`src/rtl/ram_regfile.sv`:
```
// Parametrised register file: base-offset address decode, range flagging, and a
// self-clearing array after reset. Define RAM_REGFILE_INDIRECT_EN to decode INDF through fsr.
module ram_regfile #(
  parameter int DW    = 8,
  parameter int AW    = 5,
  parameter int BASE  = 8,
  parameter int DEPTH = 24
) (
  input  logic          clk,
  input  logic          rst,
  input  logic          we,
  input  logic [AW-1:0] addr,
  input  logic [DW-1:0] din,
  input  logic [AW-1:0] fsr,
  output logic [DW-1:0] dout,
  output logic          busy,
  output logic          err
);

  localparam int IW = $clog2(DEPTH);
  localparam logic [IW-1:0] PTR_LAST = IW'(DEPTH - 1);

  typedef enum logic {
    CLEAR = 1'b0,
    IDLE  = 1'b1
  } state_t;

  state_t        state, state_nxt;
  logic [IW-1:0] ptr;
  logic          clear_we;

  logic [AW-1:0] ea;
  logic [31:0]   ea_w;
  logic          valid;
  logic [IW-1:0] idx;

  logic [IW-1:0] idx_q;
  logic          valid_q;
  logic          busy_q;

  logic [DW-1:0] ram [DEPTH];

  // ---------------------------------------------------------------------------
  // Address decode
  // ---------------------------------------------------------------------------
`ifdef RAM_REGFILE_INDIRECT_EN
  logic indf_zero;

  always_comb begin
    ea        = (addr == '0) ? fsr : addr;
    // INDF pointing at INDF would recurse; treat it as out of range.
    indf_zero = (addr == '0) && (fsr == '0);
  end
`else
  logic indf_zero;
  logic unused_fsr;

  always_comb begin
    ea        = addr;
    indf_zero = 1'b0;
  end
  assign unused_fsr = ^fsr;
`endif

  always_comb begin
    ea_w  = 32'(ea);
    valid = (ea_w >= 32'(BASE)) && (ea_w < 32'(BASE + DEPTH)) && !indf_zero;
    idx   = IW'(ea - AW'(BASE));
  end

  // ---------------------------------------------------------------------------
  // Clear sequencer: state register / next state / outputs
  // ---------------------------------------------------------------------------
  // NOTE: sequential state uses non-blocking (<=) so every flop samples the
  // pre-edge values; combinational blocks use blocking (=) with a default first.
  always_ff @(posedge clk) begin
    if (rst) begin
      state <= CLEAR;
      ptr   <= '0;
    end else begin
      state <= state_nxt;
      if (clear_we && (ptr != PTR_LAST)) ptr <= ptr + IW'(1);
    end
  end

  // NOTE: every variable assigned in always_comb gets a default up front, so no latch is inferred.
  always_comb begin
    state_nxt = state;
    if ((state == CLEAR) && (ptr == PTR_LAST)) state_nxt = IDLE;
  end

  always_comb begin
    busy     = (state == CLEAR);
    clear_we = (state == CLEAR);
  end

  // ---------------------------------------------------------------------------
  // Storage
  // ---------------------------------------------------------------------------
  // NOTE: the array has no reset branch; the clear sequencer zeroes it one word
  // per cycle instead, which keeps it mappable onto RAM/register-file macros.
  always_ff @(posedge clk) begin
    if (!rst) begin
      if (clear_we) begin
        ram[ptr] <= '0;
      end else if (we && valid) begin
        ram[idx] <= din;
      end
    end
  end

  // ---------------------------------------------------------------------------
  // Read pipeline and range error
  // ---------------------------------------------------------------------------
  always_ff @(posedge clk) begin
    if (rst) begin
      idx_q   <= '0;
      valid_q <= 1'b0;
      busy_q  <= 1'b1;
      err     <= 1'b0;
    end else begin
      idx_q   <= idx;
      valid_q <= valid;
      busy_q  <= busy;
      err     <= !valid && !busy;
    end
  end

  // The array read is after the edge, so a write at that edge is seen (write-first).
  always_comb begin
    dout = '0;
    if (!busy_q && valid_q) dout = ram[idx_q];
  end

endmodule

```
`config.mk`:
```
export PLATFORM = sky130hd
export DESIGN_NAME = ram_regfile
export DESIGN_NICKNAME = d
export VERILOG_FILES = /design/src/rtl/ram_regfile.sv
export SDC_FILE = /design/constraint.sdc
export NUM_CORES = 1
export LEC_CHECK = 0
export ABC_AREA = 1
export ABC_CLOCK_PERIOD_IN_PS = 2000
export CAP_MARGIN = 10
export CORE_ASPECT_RATIO = 0.6
export CORE_MARGIN = 1.5
export CORE_UTILIZATION = 55
export DETAILED_ROUTE_END_ITERATION = 7
export PLACE_DENSITY = 0.8
export SYNTH_ARGS = -nofsm -noshare
export SYNTH_HDL_FRONTEND = slang
export SYNTH_SLANG_ARGS = --single-unit
```
`constraint.sdc`:
```
create_clock -name clk -period 2 [get_ports clk]
set_input_delay 0.2 -clock clk [delete_from_list [all_inputs] [get_ports clk]]
set_output_delay 0.2 -clock clk [all_outputs]
set_load 0.01 [all_outputs]
```
==> impl_results.md <==
- # setup viols final: 16
- Leading cell type by number of instances after synthesis: edfxtp_1
- Layout Cells excl Fill: 1155
- Via count: 7034
- Peak supply drop: 571 uV
- Initial antenna violation count: 0
- Yosys top cell by area: edfxtp_1
- CP Max Fanout: 24
- Synthesis-stage register bit count: 206
- Global placement routability congestion: 0.918
- Die height: 101 um
- Final nets: about 960
- Pins Over Slew Limit: 0
- Post-synth top area share: 0.650
- CTS H-Tree Depth: 1
- Fillcell total: ~860
- Post-Place Worst Slack: -0.553 ns
- Iter 0 DRT Violations: 984
- First-pass GRT wire length: 35900 um
- Post-DP HPWL: 13600 um
- # DRC: 0
- Final wirelength: 27800 um
- Final worst slack: -0.445 ns
- Setup crit end kind: primary output
- Seq/Total Area, Yosys: 0.682
- CTS tree: yes
- Total number of yosys warnings: 0
- Post-synth EDFFs: 192
- Core area: ~16000 um^2
- Max clock buf depth: 3
- FF+latch area: 6050 um^2
- Final hold slack: 0.148 ns
- Failing checks: negative setup slack
- Die Area: 16900 um^2
- # IOs: 31
- Die Width: between 150 and 200 um
- P&R area growth vs syn: 32.3%
- Layout cells sized above 1: 0.306
- Run status: finished with violations
- CTS Buf Count: 19
- Static leakage: approximately 4.7 nW
- Post-synth ARST share: 0
- Synthesized instance count: 846
- Ys flop type: edfxtp_1
- Clock skew: 0.0146 ns
- WP data required: 1.80 ns
- Maxcap violations: 0
- Syn Area/Cell: 10.5 um^2
- Post-Syn Area: 8870 um^2
- IO buf count: 25
- Slew headroom: 0.530
- Root buffer cell: clkbuf_16
- Final Cycle Share: 1.22
- GRT Util Overall: 0.287
- Tightest Hold Check Type: input port to flip-flop
- Most frequent cells after synthesis: edfxtp_1, nand2_1, inv_1
- Site Rows: 35
- Clock slew seen by the registers of the worst setup and hold paths: approximately 0.070 ns
- Actual slew at the worst max-slew pin: between 0.7 and 0.8 ns
- Via count of the first global-routing pass: 6362
- Initial Util: 0.571
- Min cycle time layout: 2.45 ns
- Clock latency on the worst-skew pair: 0.49 ns
- Cell variety after synth: 26
- Area of the multi-input gates: 2950 um^2
- Startpoint types: flip-flop
- GRT overflow: 0
- RSZ-0062 raised after global routing: yes
- Via/cell ratio: 6.09
- Antenna diodes: 0
- Initial DRT Pass Iterations: 7
- Cell Pwr Density: 779 nW/um^2
- Largest net degree at the start of global routing: 32
- Critical path data arrival time: 2.25 ns
- Routed length per instance: 24.0 um
- Fin. Hold Viols: 0
- Total Power: 9.15 mW
- Placed Cells incl. Taps: 1090
- Synth area leaders: edfxtp_1, nand2_1, nand3_1
- Syn_nets: about 870
- FMAX: 409 MHz
- Antenna Violating Nets Remaining: 0
- Setup CP Type: flip-flop to primary output
- Clock sink total: 206
## cell type report
| type | count | area share |
|---|---|---|
| inverter | 129 | 0.0429 |
| clock inverter | 7 | 0.00693 |
| multi-input combinational | 472 | 0.251 |
| timing repair inverter | 2 | 0.00149 |
| timing repair buffer | 111 | 0.117 |
| tap | 203 | 0.0216 |
| clock buffer | 25 | 0.0424 |
| sequential | 206 | 0.516 |
## what timing repair did
| item | 4_1_cts | 5_1_grt |
|---|---|---|
| setup buffers | 7 | 13 |
| pin swaps | 37 | 69 |
| resized for setup | 107 | 174 |
| setup endpoints to repair | 163 | 200 |
| endpoints found under the hold margin | 0 | 1 |
| hold buffers | 0 | 1 |
| gates cloned | 7 | 6 |
## power breakdown
group	internal (mW)	leakage, nW	switching [mW]	total [mW]
logic	0.332	2.76	0.525	0.857
registers	4.69	1.61	0.0298	4.72
clock network	2.01	0.282	1.56	3.57
total	7.03	4.65	2.12	9.15
## cell families (layout without fill, tap and decap cells)
kind of cell,after synthesis,count (layout),share of synthesized area
simple gates,401,402,0.191
flops,206,206,0.682
buf+inv,169,274,0.0798
compound gates,68,68,0.0446
fa+ha+maj,2,2,0.00282
## placed cells by master, fill, tap and decap left out, types with 18 or more instances in the layout
cell | Yosys | final
nand3_1 | 107 | 41
o21ai_0 | 30 | 26
nand3_2 | 4 | 56
edfxtp_1 | 192 | 192
nand2_1 | 190 | 147
clkbuf_16 | 0 | 24
buf_12 | 0 | 19
buf_6 | 4 | 25
buf_4 | 8 | 30
nor2_1 | 94 | 66
nand2_2 | 0 | 39
inv_1 | 126 | 121
nor2_4 | 1 | 18
## final timing paths
path / start / end / slack (ns) / depth (start not counted)
worst max-delay path: flip-flop / dout[1] / -0.45 / 6
worst min-delay path: addr[4] / valid_q / 0.15 / 4
worst max register to register: state / ram[21][1] / -0.02 / 6
worst min register to register: state / err / 0.55 / 2
## critical path: stages (launching register included)
cell,delay (ns)
dfxtp_2,0.40
buf_4,0.29
o21ai_0,0.23
o211ai_1,0.39
nand3_1,0.16
a21oi_2,0.13
buf_2,0.15
## metal layers
metal,GRT usage,vias up,part of all wire
met5,0,-,0
met4,0.0678,0,0.038
met3,0.0735,114,0.13
met2,0.437,590,0.46
met1,0.418,3328,0.37
li1,-,3002,-
## metrics by stage
| stage | setup TNS (ns) | util | cell area (um^2) |
|---|---|---|---|
| floorplan | 0 | - | 8870 |
| global placement | -85.28 | 0.626 | 9740 |
| detailed placement | -104.08 | 0.626 | 9740 |
| CTS | -2.24 | 0.696 | 10800 |
| global route | -4.37 | 0.755 | 11700 |
| finish | -3.13 | 0.755 | 11700 |
## flip-flops by register name, indices dropped and copies added (netlist names), named ones only
register,flops
state,1
err,1
ptr,5
busy_q,1
valid_q,1
ram,192
Power figures use the tool's default switching activity.
